## src/rtl/bfis_beam_search.sv

```systemverilog
// Best-first beam search engine: sorted beam list, visited bitmap, streamed top-k results.
// Optional BFIS_STATS_EN enables per-search evaluation/expansion statistics counters.
module bfis_beam_search #(
  parameter int ADDR_W    = 32,
  parameter int DIST_W    = 32,
  parameter int K_MAX     = 8,
  parameter int N_VERT    = 256,
  parameter int MAX_ITERS = 64
) (
  input  logic              clk_in,
  input  logic              rst_in,
  input  logic              start_in,
  input  logic [ADDR_W-1:0] entry_addr_in,
  input  logic [15:0]       k_in,
  input  logic [15:0]       max_iters_in,
  output logic              busy_out,
  output logic              done_out,
  output logic              nbr_req_valid_out,
  output logic [ADDR_W-1:0] nbr_req_addr_out,
  input  logic              nbr_req_ready_in,
  input  logic              nbr_valid_in,
  input  logic [ADDR_W-1:0] nbr_addr_in,
  input  logic              nbr_done_in,
  output logic              nbr_ready_out,
  output logic              dist_req_valid_out,
  output logic [ADDR_W-1:0] dist_req_addr_out,
  input  logic              dist_req_ready_in,
  input  logic              dist_resp_valid_in,
  input  logic [ADDR_W-1:0] dist_resp_addr_in,
  input  logic [DIST_W-1:0] dist_resp_in,
  output logic              res_valid_out,
  output logic [ADDR_W-1:0] res_addr_out,
  output logic [DIST_W-1:0] res_dist_out,
  output logic              res_last_out,
  input  logic              res_ready_in,
  output logic [15:0]       stat_evals_out,
  output logic [15:0]       stat_iters_out
);
  // state     | meaning
  // IDLE      | waiting for start
  // CLEAR     | bitmap/list cleared, entry distance request loaded
  // SEED      | entry marked visited
  // WAIT_SEED | waiting for entry distance
  // SELECT    | pick first unchecked beam entry or finish
  // NREQ      | neighbour-list request held until accepted
  // EXPAND    | consuming neighbour beats, issuing distance requests
  // WAIT      | waiting for outstanding distances
  // DRAIN     | streaming sorted results
  // DONE      | done pulse
  localparam int IDX_W = $clog2(N_VERT);
  localparam int KI_W  = $clog2(K_MAX + 1);
  localparam int LI_W  = (K_MAX > 1) ? $clog2(K_MAX) : 1;
  localparam int OUT_W = $clog2(K_MAX * N_VERT);

  typedef enum logic [3:0] {
    S_IDLE, S_CLEAR, S_SEED, S_WAIT_SEED, S_SELECT, S_NREQ, S_EXPAND, S_WAIT, S_DRAIN, S_DONE
  } state_t;

  state_t state, state_nxt;

  logic [N_VERT-1:0] visited;
  logic [DIST_W-1:0] l_dist [K_MAX];
  logic [ADDR_W-1:0] l_addr [K_MAX];
  logic [K_MAX-1:0]  l_chk;
  logic [KI_W-1:0]   l_size;
  logic [KI_W-1:0]   k_eff;
  logic [KI_W-1:0]   k_clamp;
  logic [15:0]       budget;
  logic [15:0]       iters;
  logic [OUT_W-1:0]  outstanding;
  logic [LI_W-1:0]   rd_idx;

  logic              resp_take, resp_dec, ins_drop, nbr_take, nbr_new, nbr_in_range;
  logic [KI_W-1:0]   ins_pos;
  logic              sel_found, sel_go;
  logic [LI_W-1:0]   sel_idx;

  assign k_clamp = (k_in == 16'd0) ? KI_W'(1) :
                   (k_in > 16'(K_MAX)) ? KI_W'(K_MAX) : k_in[KI_W-1:0];

  assign resp_take = dist_resp_valid_in &&
                     (state == S_SEED || state == S_WAIT_SEED || state == S_EXPAND || state == S_WAIT);
  assign resp_dec  = resp_take && (outstanding != '0);

  assign nbr_take     = (state == S_EXPAND) && nbr_valid_in && nbr_ready_out;
  assign nbr_in_range = nbr_addr_in < ADDR_W'(N_VERT);
  assign nbr_new      = nbr_take && !nbr_done_in && nbr_in_range && !visited[nbr_addr_in[IDX_W-1:0]];

  // Insertion slot = count of entries with dist <= new dist, so ties land after equals.
  always_comb begin
    ins_pos = '0;
    for (int i = 0; i < K_MAX; i++)
      if (KI_W'(i) < l_size && l_dist[i] <= dist_resp_in) ins_pos = ins_pos + KI_W'(1);
    ins_drop = (l_size == k_eff) && (ins_pos == l_size);
  end

  always_comb begin
    sel_found = 1'b0;
    sel_idx   = '0;
    for (int i = K_MAX - 1; i >= 0; i--)
      if (KI_W'(i) < l_size && !l_chk[i]) begin
        sel_found = 1'b1;
        sel_idx   = LI_W'(i);
      end
    sel_go = sel_found && (iters < budget);
  end

  always_ff @(posedge clk_in) begin
    if (rst_in) state <= S_IDLE;
    else        state <= state_nxt;
  end

  always_comb begin
    state_nxt = state;
    case (state)
      S_IDLE:      if (start_in) state_nxt = S_CLEAR;
      S_CLEAR:     state_nxt = S_SEED;
      S_SEED:      state_nxt = S_WAIT_SEED;
      S_WAIT_SEED: if (outstanding == '0) state_nxt = S_SELECT;
      S_SELECT:    state_nxt = sel_go ? S_NREQ : S_DRAIN;
      S_NREQ:      if (nbr_req_ready_in) state_nxt = S_EXPAND;
      S_EXPAND:    if (nbr_take && nbr_done_in) state_nxt = S_WAIT;
      S_WAIT:      if (outstanding == '0) state_nxt = S_SELECT;
      S_DRAIN:     if (l_size == '0 || (res_ready_in && res_last_out)) state_nxt = S_DONE;
      S_DONE:      state_nxt = S_IDLE;
      default:     state_nxt = S_IDLE;
    endcase
  end

  always_comb begin
    busy_out      = (state != S_IDLE);
    done_out      = (state == S_DONE);
    nbr_ready_out = (state == S_EXPAND) && (!dist_req_valid_out || dist_req_ready_in);
    res_valid_out = (state == S_DRAIN) && (l_size != '0);
    res_last_out  = res_valid_out && (KI_W'(rd_idx) == l_size - KI_W'(1));
    res_addr_out  = res_valid_out ? l_addr[rd_idx] : '0;
    res_dist_out  = res_valid_out ? l_dist[rd_idx] : '0;
  end

  always_ff @(posedge clk_in) begin
    if (rst_in) begin
      k_eff <= '0; budget <= '0; iters <= '0; outstanding <= '0; rd_idx <= '0;
      nbr_req_valid_out <= 1'b0; nbr_req_addr_out <= '0;
      dist_req_valid_out <= 1'b0; dist_req_addr_out <= '0;
    end else begin
      if (state == S_IDLE && start_in) begin
        k_eff             <= k_clamp;
        budget            <= (max_iters_in == 16'd0) ? 16'(MAX_ITERS) : max_iters_in;
        dist_req_addr_out <= entry_addr_in;
      end
      if (state == S_CLEAR) begin
        iters              <= '0;
        rd_idx             <= '0;
        outstanding        <= OUT_W'(1);
        dist_req_valid_out <= 1'b1;
      end else begin
        if (nbr_new) begin
          dist_req_valid_out <= 1'b1;
          dist_req_addr_out  <= nbr_addr_in;
        end else if (dist_req_ready_in) begin
          dist_req_valid_out <= 1'b0;
        end
        if (nbr_new && !resp_dec)      outstanding <= outstanding + OUT_W'(1);
        else if (!nbr_new && resp_dec) outstanding <= outstanding - OUT_W'(1);
      end
      if (state == S_SELECT && sel_go) begin
        iters             <= iters + 16'd1;
        nbr_req_valid_out <= 1'b1;
        nbr_req_addr_out  <= l_addr[sel_idx];
      end else if (state == S_NREQ && nbr_req_ready_in) begin
        nbr_req_valid_out <= 1'b0;
      end
      if (res_valid_out && res_ready_in && !res_last_out) rd_idx <= rd_idx + LI_W'(1);
    end
  end

  always_ff @(posedge clk_in) begin
    if (rst_in || state == S_CLEAR) begin
      visited <= '0;
    end else if (state == S_SEED) begin
      if (dist_req_addr_out < ADDR_W'(N_VERT)) visited[dist_req_addr_out[IDX_W-1:0]] <= 1'b1;
    end else if (nbr_new) begin
      visited[nbr_addr_in[IDX_W-1:0]] <= 1'b1;
    end
  end

  always_ff @(posedge clk_in) begin
    if (rst_in) begin
      for (int i = 0; i < K_MAX; i++) begin
        l_dist[i] <= '0;
        l_addr[i] <= '0;
      end
      l_chk  <= '0;
      l_size <= '0;
    end else if (state == S_CLEAR) begin
      l_chk  <= '0;
      l_size <= '0;
    end else if (resp_take && !ins_drop) begin
      for (int i = 1; i < K_MAX; i++)
        if (KI_W'(i) > ins_pos) begin
          l_dist[i] <= l_dist[i-1];
          l_addr[i] <= l_addr[i-1];
          l_chk[i]  <= l_chk[i-1];
        end
      l_dist[ins_pos[LI_W-1:0]] <= dist_resp_in;
      l_addr[ins_pos[LI_W-1:0]] <= dist_resp_addr_in;
      l_chk[ins_pos[LI_W-1:0]]  <= 1'b0;
      if (l_size != k_eff) l_size <= l_size + KI_W'(1);
    end else if (state == S_SELECT && sel_go) begin
      l_chk[sel_idx] <= 1'b1;
    end
  end

`ifdef BFIS_STATS_EN
  logic [15:0] evals;

  always_ff @(posedge clk_in) begin
    if (rst_in || state == S_CLEAR) evals <= '0;
    else if (dist_req_valid_out && dist_req_ready_in && evals != 16'hFFFF) evals <= evals + 16'd1;
  end

  // iters never exceeds the 16-bit budget, so it is already saturated by construction.
  assign stat_evals_out = evals;
  assign stat_iters_out = iters;
`else
  assign stat_evals_out = '0;
  assign stat_iters_out = '0;
`endif

endmodule

```

## config.mk

```make
export PLATFORM = sky130hd
export DESIGN_NAME = bfis_beam_search
export DESIGN_NICKNAME = d
export VERILOG_FILES = /design/src/rtl/bfis_beam_search.sv
export SDC_FILE = /design/constraint.sdc
export NUM_CORES = 2
export LEC_CHECK = 0
export BUFFER_PORTS_ARGS = -buffer_cell sky130_fd_sc_hd__buf_4
export CORE_ASPECT_RATIO = 1.5
export CORE_MARGIN = 3
export CORE_UTILIZATION = 30
export DETAILED_ROUTE_END_ITERATION = 7
export GPL_TIMING_DRIVEN = 0
export PLACE_DENSITY = 0.49
export SLEW_MARGIN = 10
export SYNTH_ARGS = -nofsm -noshare
export SYNTH_HDL_FRONTEND = slang
export SYNTH_SLANG_ARGS = --single-unit
export TNS_END_PERCENT = 10
```

## constraint.sdc

```tcl
create_clock -name clk_in -period 21.3 [get_ports clk_in]
set_input_delay 6.39 -clock clk_in [delete_from_list [all_inputs] [get_ports clk_in]]
set_output_delay 6.39 -clock clk_in [all_outputs]
set_load 0.005 [all_outputs]
```

After elaboration in Yosys (flattened, before gate mapping)

Memories as Yosys holds them, arrays and structs flattened. A register that Yosys moved wholly into a read port is not among the register bits.
Cells that the tools add are included.

Output and inout bits: 167
Memories kept: 2
Bits in writable memories: 512
Logic and storage cells: 346
Register bits: 356
Input port bits: 169

Memories:

| memory | words | width | read ports | clocked after Yosys merged registers in | write ports | RTL line | text |
|---|---|---|---|---|---|---|---|
| l_addr | 8     | 32    | 9          | 2                                       | 8           | 63       | `logic [ADDR_W-1:0] l_addr [K_MAX];` |
| l_dist | 8     | 32    | 9          | 1                                       | 8           | 62       | `logic [DIST_W-1:0] l_dist [K_MAX];` |

Equality and inequality tests: 19
Reductions and logical operators: 86
Bitwise logic cells: 19
$lt $le $gt $ge: 35
Add/subtract/negate cells: 13
Mux-type cells: 159

Operators with widths:

| cell                    | count |
|---|---|
| $mux W256               | 3 |
| $mux W32                | 21 |
| $or A256 B256 Y256      | 2 |
| $le A32 B32 Y1          | 8 |
| $mux W1                 | 91 |
| $lt A32 B9 Y1 const B   | 2 |
| $reduce_or A32 Y1       | 2 |
| $mux W4                 | 15 |
| $mux W16                | 3 |
| $mux W3                 | 16 |
| $logic_and A1 B1 Y1     | 42 |
| $add A4 B1 Y4 const B   | 8 |
| $logic_not A16 Y1       | 2 |
| $pmux W4 S8             | 1 |
| $mux W11                | 2 |
| $lt A8 B9 Y1 const B    | 2 |
| $add A16 B1 Y16 const B | 1 |
| $demux W1 S8            | 2 |
| $eq A4 B3 Y1 const B    | 4 |
| $ge A8 B1 Y1 const B    | 2 |
| $gt A16 B4 Y1 const B   | 1 |
| $gt A3 B4 Y1 const A    | 4 |
| $lt A16 B16 Y1          | 1 |
| $lt A3 B4 Y1 const A    | 4 |
| other kinds (36)        | 92 |

Logic depth before layout (Yosys ltp)

An unclocked memory read counts as a cell.

Depth in word-level cells: 28
Gate-level depth with buffers: 47
Mapped depth without buffers: 42

Least setup slack after synthesis

Ideal clock, no wire load.

Path type: input port to flip-flop
Start: in dist_resp_in[1]
End: mem l_addr[3][0] (enable)
Required time: 20.864 ns
Library setup time: 0.436 ns
Stages: 44
Arrival time: 14.764 ns
Path slack: 6.099 ns
Path buffers: 2
Cell sequence: clkbuf_1 -> inv_1 -> ha_1 -> nor2b_1 -> o21a_1 -> o21ai_0 -> nand2b_1 -> a21oi_1 -> nor2b_1 -> o21ai_0 -> nand2b_1 -> a21oi_1 -> o31ai_1 -> nand3_1 -> nand3_1 -> a21o_1 -> inv_1 -> ha_1 -> (+8 left out) -> nor2_1 -> inv_1 -> ha_1 -> nand2_1 -> nand2_1 -> ha_1 -> nor2_1 -> a31oi_1 -> ha_1 -> o2111ai_1 -> xnor3_1 -> xor2_1 -> or4b_1 -> nand2_2 -> a21oi_2 -> nor3b_1 -> buf_2 -> a311o_1

RTL lines:

| element            | RTL line | text |
|---|---|---|
| start: declaration | 30       | `input logic [DIST_W-1:0] dist_resp_in,` |
| end: declaration   | 63       |  |

==> flow_metrics.py <==
metrics = {
    "worst_setup_path": {
        "worstSetupEndpointType": "flop",
        "cp_slowest_cell": "a211o_4",
        "cp_common_cell": "ha_1",
        "worstPathArrival_ns": 17.08,
        "cp_max_fo": 35,
        "cp_slowest_stage_delay_ns": 0.71,
        "crit_type": "input pin to flop",
        "cp.required_ns": 21.71,
        "worstSetupStartpointType": "input pin",
    },
    "route": {
        "vias": 46582,
        "drc": 0,
        "dr.pass1.iters": 6,
        "avgRoutedWirePerCell_um": 30.8,
        "drt-initial-drc-count": 5007,
        "wl_um": 241000,
        "antenna_left": 0,
        "vias_per_cell": 5.95,
    },
    "pwr": {
        "ir_drop_uv": 63.9,
        "p_leak_nw": 22.3,
        "pwr_density_cell_nw_per_um2": 76.7,
        "finalPower_w": 0.00469,
    },
    "die": {
        "start_util_pct": 30.3,
        "die-height_um": 518,
        "dieArea_um2": 180000,
        "die_w_um": 348,
        "coreArea_um2": 174000,
        "ios": 336,
        "rows": 187,
    },
    "logic_synthesis": {
        "synth_largest_area_cell": "edfxtp_1",
        "synth_xor_area_share_pct": 0.731,
        "synth_edf_count": 512,
        "synth.top_cell.area_share_pct": 29.3,
        "synth.most_common_cell": "edfxtp_1",
        "ys_top_cells_by_count": "edfxtp_1, a21oi_1, nor2_1, dfxtp_1, a22o_1",
        "syn_area_um2": 52500,
        "synth.area.top_cells": "edfxtp_1, dfxtp_1, mux4_2",
        "syn_avg_cell_area_um2": 10.4,
        "ys_seq_elements": 903,
        "ys_async_sr_fraction_pct": 0,
        "synth_top_family_by_area": "compound AO/OA/AOI/OAI gates",
        "synth-seq-area-share_pct": 44.2,
        "yosys_warnings": 0,
        "synth_cell_types": 87,
        "synthMuxAreaShare_pct": 12.0,
        "synthFlopType": "edfxtp_1",
        "synthCells": 5053,
        "synth_fa_ha_area_share_pct": 7.07,
        "synth-compound-area-share_pct": 18.8,
        "synthSimpleGateAreaFrac_pct": 12.6,
    },
    "timing": {
        "period_needed_ns": 16.66,
        "fin_tns_setup_ns": 0,
        "setup_viol": 0,
        "finClkSkew_ns": 0.0589,
        "rsz0062_at_grt": "no",
        "post-route-period-util_pct": 78.2,
        "tightestPinTransition_ns": 1.42,
        "finalWorstSetupSlack_ns": 4.64,
        "slew_headroom_pct": 5.31,
        "clock.fmax_mhz": 60.0,
        "final_hold_viol_count": 0,
        "report.final.slew_viol_count": 0,
    },
    "placed_design": {
        "gp_congestion": 0.944,
        "dp_hpwl_um": 175000,
        "post_dp_cell_area_um2": 57900,
        "pre_cts_slack_ns": 4.15,
        "place.port_buffers": 267,
        "dp.cells": 7634,
    },
    "clock_tree": {
        "cts_sinks": 903,
        "root_buffer": "clkbuf_16",
        "cts.path.max_buffers": 3,
        "clk_pin_slew_worst_paths_ns": 0.07,
        "clk_latency_ns": 0.76,
        "ctsHoldBuffers": 0,
        "cts_resized": 0,
        "cts_htree_levels": 3,
        "cts_buffers": 99,
        "post_cts_buffers": 0,
        "cts_tree": "yes",
    },
    "grt": {
        "antenna_found_initial": 13,
        "grt_usage_pct": 25.9,
        "grt_pass1_wl_um": 340000,
        "grt_start_max_net_pins": 45,
        "grt_pass1_vias": 46004,
        "overflow": 0,
    },
    "finish": {
        "drive_gt1_share_pct": 14.9,
        "nets": 5933,
        "area_delta_synth_final_pct": 16.4,
        "fillers": 17724,
        "finalNonFillerCells": 7826,
        "fin_area_um2": 61100,
    },
    "outcome": {
        "status": "finished, final reports clean",
    },
    "min_path": {
        "hold_class": "flop to flop",
    },
    "run": {
        "cap_violations": 0,
    },
}
path summary, 6_finish.rpt:
path,cells past startpoint,from,endpoint,slack (ns)
setup / recovery,45,dist_resp_in[1],l_addr[2][12],4.64
hold / removal,2,budget[15],budget[15],0.46
hold reg to reg,2,budget[15],budget[15],0.46
setup reg to reg,43,l_dist[0][1],l_addr[2][12],10.65
stage by stage:
stage / utilization [%] / hold WS [ns]
6_report: 35.2 / 0.456
5_1_grt: 35.2 / 0.478
4_1_cts: 35.2 / 0.460
3_5_place_dp: 33.3 / 0.451
3_3_place_gp: 33.1 / 0.443
2_1_floorplan: - / 0.431
state kept, by name, summed over array words and instances, names as in the netlist, 8 cells and up, named ones only:
name and flops:
nbr_req_addr_out 32, dist_req_addr_out 32, outstanding 11, l_addr 256, visited 256, l_chk 8, budget 16, iters 16
l_dist 256
layout make-up:
type	count	area, um^2	share of cell area, %
Inverter	90	338	0.553
Timing Repair Buffer	283	2340	3.83
Clock buffer	136	2810	4.60
Antenna cell	6	15.0	0.0246
Tap cell	2268	2840	4.64
Buffer	470	2110	3.45
Sequential cell	903	23200	38.0
Clock inverter	49	397	0.649
Multi-Input combinational cell	3621	27100	44.3
routing by layer:
| layer | vias to the layer above | routed length [um] | global-route usage [%] |
|---|---|---|---|
| met5 | - | 128 | 0 |
| met1 | 23090 | 89300 | 30.1 |
| met3 | 770 | 18400 | 4.70 |
| met2 | 2570 | 116000 | 43.9 |
| met4 | 10 | 17500 | 16.0 |
| li1 | 20142 | - | - |
kinds of logic after synthesis:
logic type / Yosys count
other: 1
buffers and inverters: 560
adder cells (fa/ha/maj): 296
XOR/XNOR: 39
AO/OA/AOI/OAI: 1491
flip-flops: 903
AND/OR/NAND/NOR: 1402
multiplexers: 361
power by group:
part	switching, W	internal [W]	leakage, nW
Combinational	0.000573	0.000276	12.3
Clock	0.000816	0.000954	1.58
Sequential	0.000107	0.00196	8.44
Total	0.00150	0.00319	22.3
layout by cell type, fill, tap and decap left out, types with 16 or more instances in the layout:
master	instances
o21ai_0	118
a22o_1	339
o22ai_1	267
a211oi_1	17
buf_4	309
xnor2_1	20
edfxtp_1	512
nor3_1	31
mux2i_1	115
a21oi_1	497
nand3_1	146
mux2_1	29
or3_1	18
mux4_2	210
ha_1	295
a31oi_1	37
and3_1	75
inv_1	89
a21o_1	31
buf_2	68
nor2b_1	76
nor2_1	479
buf_1	39
a22oi_1	55
clkbuf_1	316
dfxtp_1	391
clkbuf_8	19
nand4_1	57
nor4_1	42
conb_1	32
nand2_1	309
a221oi_1	27
clkbuf_16	99
xor2_1	16
clkinv_2	19
nand2b_1	114
worst max-delay path: cells and delay by family:
kind,cells,cell delay [ns]
AOI/OAI and AO/OA,12,3.29
and+or+nand+nor,17,2.39
adders and majority gates,7,2.06
buffers and inverters,7,1.99
xor gates and xnor gates,2,0.85
Power figures use the tool's default switching activity.
